### src/rtl/interrupt_ack_sequencer_pkg.sv
// Shared definitions for the 8259A interrupt-acknowledge sequencer and the
// priority resolver: level count, spurious level, FSM state encodings and the
// bit/level helper functions used by both sides.
package interrupt_ack_sequencer_pkg;

   localparam int         NUM_LEVELS     = 8;
   localparam logic [2:0] SPURIOUS_LEVEL = 3'd7;

   localparam logic [1:0] ST_IDLE = 2'd0;
   localparam logic [1:0] ST_REQ  = 2'd1;
   localparam logic [1:0] ST_ACK1 = 2'd2;
   localparam logic [1:0] ST_ACK2 = 2'd3;

   // result[i] = value[(i + amount) mod 8]
   function automatic logic [7:0] rotate_right(input logic [7:0] value, input logic [2:0] amount);
      logic [7:0] result;
      logic [2:0] src;
      result = '0;
      for (int i = 0; i < NUM_LEVELS; i++) begin
         src       = 3'(i) + amount;
         result[i] = value[src];
      end
      return result;
   endfunction

   // result[i] = value[(i - amount) mod 8]
   function automatic logic [7:0] rotate_left(input logic [7:0] value, input logic [2:0] amount);
      logic [7:0] result;
      logic [2:0] src;
      result = '0;
      for (int i = 0; i < NUM_LEVELS; i++) begin
         src       = 3'(i) - amount;
         result[i] = value[src];
      end
      return result;
   endfunction

   // Lowest set bit wins (bit 0 is highest priority in the unrotated frame).
   function automatic logic [7:0] resolv_priority(input logic [7:0] value);
      return value & (~value + 8'd1);
   endfunction

   function automatic logic [7:0] num2bit(input logic [2:0] level);
      return 8'd1 << level;
   endfunction

   function automatic logic [2:0] bit2num(input logic [7:0] value);
      logic [2:0] level;
      level = 3'd0;
      for (int i = NUM_LEVELS - 1; i >= 0; i--) begin
         if (value[i]) level = 3'(i);
      end
      return level;
   endfunction

endpackage

### src/rtl/interrupt_ack_sequencer_in_service_tracker.sv
// in_service_tracker: holds the in-service register and the priority rotation,
// applies EOI / set-priority commands and computes the highest in-service level.
// Ports:
//   clock, reset                 clock and async active-high reset
//   set_en, set_level            set ISR bit (first INTA of a real request)
//   clear_en, clear_level        clear ISR bit without rotation (auto-EOI)
//   eoi_nonspecific/specific     EOI command pulses, eoi_level selects level
//   rotate_on_eoi, set_priority  rotation controls
//   in_service_register          ISR
//   highest_level_in_service     one-hot highest ISR bit under current rotation
//   priority_rotate              lowest-priority level
module in_service_tracker
   import interrupt_ack_sequencer_pkg::*;
(
   input  logic       clock,
   input  logic       reset,
   input  logic       set_en,
   input  logic [2:0] set_level,
   input  logic       clear_en,
   input  logic [2:0] clear_level,
   input  logic       eoi_nonspecific,
   input  logic       eoi_specific,
   input  logic [2:0] eoi_level,
   input  logic       rotate_on_eoi,
   input  logic       set_priority,
   output logic [7:0] in_service_register,
   output logic [7:0] highest_level_in_service,
   output logic [2:0] priority_rotate
);

   logic [2:0] top_offset;
   logic [2:0] eoi_target;
   logic       eoi_hit;
   logic [7:0] eoi_mask;
   logic [7:0] auto_mask;
   logic [7:0] set_mask;
   logic [7:0] isr_next;
   logic [2:0] rotate_next;

   // Rotate so the highest-priority level (priority_rotate + 1) sits at bit 0,
   // pick the lowest set bit, then rotate back into level numbering.
   always_comb begin
      top_offset               = priority_rotate + 3'd1;
      highest_level_in_service = rotate_left(resolv_priority(rotate_right(in_service_register, top_offset)),
                                             top_offset);
   end

   always_comb begin
      eoi_target = eoi_level;
      eoi_hit    = 1'b0;
      if (eoi_specific) begin
         eoi_target = eoi_level;
         eoi_hit    = in_service_register[eoi_level];
      end else if (eoi_nonspecific) begin
         eoi_target = bit2num(highest_level_in_service);
         eoi_hit    = |highest_level_in_service;
      end
      eoi_mask  = eoi_hit  ? num2bit(eoi_target)  : 8'd0;
      auto_mask = clear_en ? num2bit(clear_level) : 8'd0;
      set_mask  = set_en   ? num2bit(set_level)   : 8'd0;
      // clears first, then the set, so a same-cycle set on the same bit survives
      isr_next  = (in_service_register & ~eoi_mask & ~auto_mask) | set_mask;

      rotate_next = priority_rotate;
      if (set_priority) begin
         rotate_next = eoi_level;
      end else if (eoi_hit && rotate_on_eoi) begin
         rotate_next = eoi_target;
      end
   end

   always_ff @(posedge clock or posedge reset) begin
      if (reset) begin
         in_service_register <= 8'd0;
         priority_rotate     <= 3'd7;
      end else begin
         in_service_register <= isr_next;
         priority_rotate     <= rotate_next;
      end
   end

endmodule

### src/rtl/interrupt_ack_sequencer.sv
// interrupt_ack_sequencer: runs the 8086-mode two-pulse INTA handshake around
// the priority resolver, drives INT and the vector, and owns the ISR / rotation
// state through in_service_tracker.
// Build option: define INTACK_AUTO_EOI_EN to clear the acknowledged ISR bit at
// the end of the second INTA (auto-EOI, no rotation).
// Ports:
//   clock, reset                 clock and async active-high reset
//   interrupt[7:0]               one-hot resolver winner, 0 = none
//   ack_edge, ack_end            INTA falling / rising edge pulses
//   eoi_nonspecific, eoi_specific, eoi_level, rotate_on_eoi, set_priority
//                                OCW command pulses
//   vector_base[4:0]             ICW2 T7..T3
//   int_out                      INT to CPU
//   in_service_register, highest_level_in_service, priority_rotate
//                                fed back to the resolver
//   vector_out, vector_valid     vector byte and bus-drive qualifier
//
// state | meaning
// IDLE  | no handshake; waits for a non-zero resolver result
// REQ   | INT asserted, waiting for first INTA
// ACK1  | level latched, waiting for second INTA
// ACK2  | vector on bus until INTA rises
module interrupt_ack_sequencer
   import interrupt_ack_sequencer_pkg::*;
(
   input  logic       clock,
   input  logic       reset,
   input  logic [7:0] interrupt,
   input  logic       ack_edge,
   input  logic       ack_end,
   input  logic       eoi_nonspecific,
   input  logic       eoi_specific,
   input  logic [2:0] eoi_level,
   input  logic       rotate_on_eoi,
   input  logic       set_priority,
   input  logic [4:0] vector_base,
   output logic       int_out,
   output logic [7:0] in_service_register,
   output logic [7:0] highest_level_in_service,
   output logic [2:0] priority_rotate,
   output logic [7:0] vector_out,
   output logic       vector_valid
);

   logic [1:0] state;
   logic [2:0] ack_level;
   logic       isr_set_en;
   logic       auto_clear_en;

   assign isr_set_en = (state == ST_REQ) && ack_edge && (interrupt != 8'd0);

`ifdef INTACK_AUTO_EOI_EN
   // A spurious handshake latched level 7 without setting it; since auto-EOI
   // keeps the ISR empty outside ACK1/ACK2, ISR[7] is already clear then.
   assign auto_clear_en = (state == ST_ACK2) && ack_end;
`else
   assign auto_clear_en = 1'b0;
`endif

   in_service_tracker u_tracker (
      .clock                    (clock),
      .reset                    (reset),
      .set_en                   (isr_set_en),
      .set_level                (bit2num(interrupt)),
      .clear_en                 (auto_clear_en),
      .clear_level              (ack_level),
      .eoi_nonspecific          (eoi_nonspecific),
      .eoi_specific             (eoi_specific),
      .eoi_level                (eoi_level),
      .rotate_on_eoi            (rotate_on_eoi),
      .set_priority             (set_priority),
      .in_service_register      (in_service_register),
      .highest_level_in_service (highest_level_in_service),
      .priority_rotate          (priority_rotate)
   );

   always_ff @(posedge clock or posedge reset) begin
      if (reset) begin
         state        <= ST_IDLE;
         ack_level    <= 3'd0;
         int_out      <= 1'b0;
         vector_out   <= 8'd0;
         vector_valid <= 1'b0;
      end else begin
         case (state)
            ST_IDLE: begin
               if (interrupt != 8'd0) begin
                  state   <= ST_REQ;
                  int_out <= 1'b1;
               end
            end
            ST_REQ: begin
               // a request withdrawn before INTA is answered as spurious
               if (ack_edge) begin
                  ack_level <= (interrupt != 8'd0) ? bit2num(interrupt) : SPURIOUS_LEVEL;
                  int_out   <= 1'b0;
                  state     <= ST_ACK1;
               end
            end
            ST_ACK1: begin
               if (ack_edge) begin
                  vector_out   <= {vector_base, ack_level};
                  vector_valid <= 1'b1;
                  state        <= ST_ACK2;
               end
            end
            ST_ACK2: begin
               if (ack_end) begin
                  vector_valid <= 1'b0;
                  state        <= ST_IDLE;
               end
            end
            default: state <= ST_IDLE;
         endcase
      end
   end

endmodule

### config.mk
export PLATFORM = sky130hd
export DESIGN_NAME = interrupt_ack_sequencer
export DESIGN_NICKNAME = d
export VERILOG_FILES = /design/src/rtl/interrupt_ack_sequencer_pkg.sv /design/src/rtl/interrupt_ack_sequencer_in_service_tracker.sv /design/src/rtl/interrupt_ack_sequencer.sv
export SDC_FILE = /design/constraint.sdc
export NUM_CORES = 1
export LEC_CHECK = 0
export BUFFER_PORTS_ARGS = -buffer_cell sky130_fd_sc_hd__clkbuf_2
export CAP_MARGIN = 0
export CORE_UTILIZATION = 39
export DETAILED_ROUTE_END_ITERATION = 12
export RECOVER_POWER = 100
export SYNTH_ARGS = -nofsm -noshare
export SYNTH_HDL_FRONTEND = slang
export SYNTH_SLANG_ARGS = --single-unit
### constraint.sdc
create_clock -name clock -period 4.8 [get_ports clock]
set_input_delay 0.96 -clock clock [delete_from_list [all_inputs] [get_ports clock]]
set_output_delay 0.96 -clock clock [all_outputs]
set_load 0.02 [all_outputs]
==> metrics.md <==
| Metric | Value |
|---|---|
| GRT Total Usage | `20.3%` |
| Area contributors post-synth | `dfrtp_1 (22%), mux4_2 (11%), mux2i_1 (6.8%), mux2_2 (6.8%), nand2_1 (5.0%)` |
| Sequential share of power | `19.5%` |
| Nets | `370` |
| CTS Buf Count | `3` |
| Final setup vio count | `0` |
| WL per Instance | `17.1 um` |
| YS warnings | `0` |
| Vias in the first global route | `2322` |
| Clock power share | `8.6%` |
| CP Class | `reg -> out` |
| Remaining DRCs | `8` |
| Antenna-violating nets left | `0` |
| PortBufs | `52` |
| Number of DRC markers in iteration 0 | `196` |
| Avg Cell Area, Syn | `9.25 sq um` |
| R2R Path End | `u_tracker.in_service_register[7]$_DFF_PP0_` |
| # IOs | `53` |
| Slew @ Worst Pin | `0.977 ns` |
| Clock sinks | `26` |
| Hold depth | `2` |
| Post-Syn Nets | `318` |
| Largest net degree at the start of global routing | `27` |
| Clock skew | `0.00363 ns` |
| Clk_lat worst skew | `0.27 ns` |
| VDD IR max | `0.325 mV` |
| Reg2Reg Depth | `14` |
| Final hold vios | `0` |
| Sequential share of the synthesized area | `24.7%` |
| Post-synth EDFFs | `0` |
| Power per cell area | `707 mW/mm^2` |
| Clock Path Buffers | `2` |
| Crit Path Max Fanout | `21` |
| DP HPWL | `5650 um` |
| Combinational power share | `71.9%` |
| CP Capture Type | `output port` |
| H-tree levels | `1` |
| CTS resizes | `0` |
| Sw frac | `50.7%` |
| Reg clk slew, reported paths | `0.09 ns` |
| Place WS | `0.604 ns` |
| TritonCTS clock tree | `built` |
| Synth-to-Final Area Change | `13.5%` |
| Cell area after synthesis | `0.00265 sq mm` |
| Die Y | `84.5 um` |
| Initial antenna violation count | `0` |
| Share of cells above drive strength 1 | `23.4%` |
| Synth area leader | `dfrtp_1` |
| Final Core Density | `46.6%` |
| #FFs+latches synth | `26` |
| Status | `finished with violations` |
| Post-synthesis cell type count | `63` |
| First-pass GRT wire length | `11700 um` |
| Die Span X | `84.5 um` |
| Async set-reset flop share out of synthesis | `100%` |
| Tmin final | `4.50 ns` |
| Detailed-route via count | `2460` |
| RSZ-0062 raised after global routing | `no` |
| Fin. max-slew vios | `0` |
| Achievable Freq | `222 MHz` |
| Int Power | `1.05 mW` |
| Fill cells | `643` |
| Initial Util | `41.1%` |
| Full die area | `0.00714 sq mm` |
| Post CTS Setup Buffer Count | `0` |
| WP data required | `3.84 ns` |
| CP arrival | `3.54 ns` |
| # rows | `29` |
| Hold Crit Class | `reg -> reg` |
| Routed WL | `7110 um` |
| Ys flop type | `dfrtp_1` |
| Yosys top cell area share | `21.7%` |
| Gr ovfl total | `0` |
| Failing checks | `design-rule violations` |
| Setup TNS | `0 ns` |
| NetSw | `1.08 mW` |
| FF-to-FF Start | `u_tracker.priority_rotate[0]$_DFFE_PP1P_` |
| MaxCap Viol Count | `0` |
| CTS Hold Bufs | `0` |
| Synthesized instance count | `287` |
| 1st-pass router iterations | `8` |
| Worst hold path endpoint | `ack_level[1]$_DFFE_PP0P_` |
| Lkg Pwr | `1.31 nW` |
| Core Area | `0.00646 sq mm` |
| # diodes | `0` |
| Slew headroom | `34.8%` |
| Fin crit share | `93.8%` |
| Worst Setup Start Kind | `register` |
| Reg2Reg Setup Slack | `0.51 ns` |
| Hold path start | `ack_level[1]$_DFFE_PP0P_` |
| Root Buffer | `clkbuf_8` |
| Total Power | `2.13 mW` |
| Via density per instance | `5.93` |
| Final WS setup | `0.296 ns` |
| GP Congestion | `0.878` |
## kinds of logic after synthesis
family / share of synthesized area (%)
and+or+nand+nor: 18.8
AOI/OAI and AO/OA: 21.1
muxes: 24.6
DFF: 24.7
buffers and inverters: 4.53
adders and majority gates: 3.30
xor gates and xnor gates: 3.02
## cell usage after synthesis, types with 4 or more instances
cell / number
a211oi_1: 4
a21o_1: 5
a21oi_1: 15
dfrtp_1: 23
ha_1: 7
inv_1: 13
mux2_2: 16
mux2i_1: 18
mux4_2: 13
nand2_1: 35
nand2b_1: 5
nand3_1: 7
nor2_1: 21
nor3_1: 6
nor4_1: 7
o21ai_0: 12
o21ai_1: 5
or2_1: 4
## cell usage in the layout (no fill, tap or decap), types with 3 or more instances in the layout
cell      Yosys  final
a21o_1        5      5
nand2_1      35     35
o21ai_0      12     12
o22ai_1       3      3
nor4_1        7      7
nor2_1       21     21
mux2_2       16     15
mux4_2       13     13
ha_1          7      7
or2_1         4      3
inv_1        13     13
o21ai_1       5      5
clkbuf_2      0     28
nor2b_1       3      3
clkbuf_1      3     25
o21a_1        3      3
buf_4         2      6
nand3b_1      3      3
nand3_1       7      7
a211oi_1      4      4
dfrtp_1      23     23
clkbuf_8      0      3
a21oi_1      15     15
nor3_1        6      6
mux2i_1      18     18
nand2b_1      5      5
## critical path, stage by stage (launching register included)
cell      delay, ns
dfstp_1        0.55
inv_1          0.06
ha_1           0.39
buf_4          0.31
mux4_2         0.37
mux2i_1        0.31
a21bo_4        0.29
nor2_1         0.23
a31oi_2        0.24
mux2i_1        0.30
clkbuf_2       0.23
## per-layer routing
| layer | GRT usage, % | part of all wire [%] | up-vias |
|---|---|---|---|
| met5 | 0 | 0 | - |
| met4 | 3.24 | 0.24 | 0 |
| met3 | 2.16 | 6.5 | 2 |
| met2 | 31.9 | 44 | 88 |
| met1 | 30.5 | 49 | 1179 |
| li1 | - | - | 1191 |
## per-stage QoR
step	instance area (sq um)	instances	hold slack, ns
finish	3010	415	0.471
detailed placement	2990	411	0.456
CTS	3060	415	0.479
global route	3010	415	0.505
floorplan	2650	287	0.435
global placement	2990	411	0.455
## state kept, by name (all words and copies together) (netlist names)
name	flops
u_tracker.priority_rotate	3
state	2
int_out	1
ack_level	3
u_tracker.in_service_register	8
vector_out	8
vector_valid	1
## how the worst max path moves through the flow
stage / from / to / slack [ns] / cells after the start
floorplan: u_tracker.priority_rotate[0]$_DFFE_PP1P_ / highest_level_in_service[2] / 0.35 / 12
global placement: u_tracker.priority_rotate[0]$_DFFE_PP1P_ / highest_level_in_service[2] / 0.68 / 10
detailed placement: u_tracker.priority_rotate[0]$_DFFE_PP1P_ / highest_level_in_service[2] / 0.60 / 10
CTS: u_tracker.priority_rotate[0]$_DFFE_PP1P_ / highest_level_in_service[2] / 0.30 / 10
global route: u_tracker.priority_rotate[0]$_DFFE_PP1P_ / highest_level_in_service[2] / 0.01 / 10
finish: u_tracker.priority_rotate[0]$_DFFE_PP1P_ / highest_level_in_service[2] / 0.30 / 10
## final cells by class
| cell class | count | area (sq um) | share of cell area, % |
|---|---|---|---|
| clock buffers | 3 | 41.3 | 1.37 |
| clock inverters | 1 | 30.0 | 0.997 |
| inverters | 13 | 48.8 | 1.62 |
| multi-input cells | 236 | 1860 | 61.8 |
| flip-flops and latches | 26 | 654 | 21.7 |
| well taps | 77 | 96.3 | 3.20 |
| repair buffers | 59 | 279 | 9.26 |
## power by group through the flow
stage	clock network (mW)	registers, mW	logic [mW]
after detailed placement	0	0.421	1.55
after global placement	0	0.418	1.54
after global routing	0.196	0.430	1.66
final	0.182	0.416	1.53
after floorplan	0	0.466	1.12
after CTS	0.186	0.416	1.56
No activity file was read; power rests on OpenSTA's default activity.
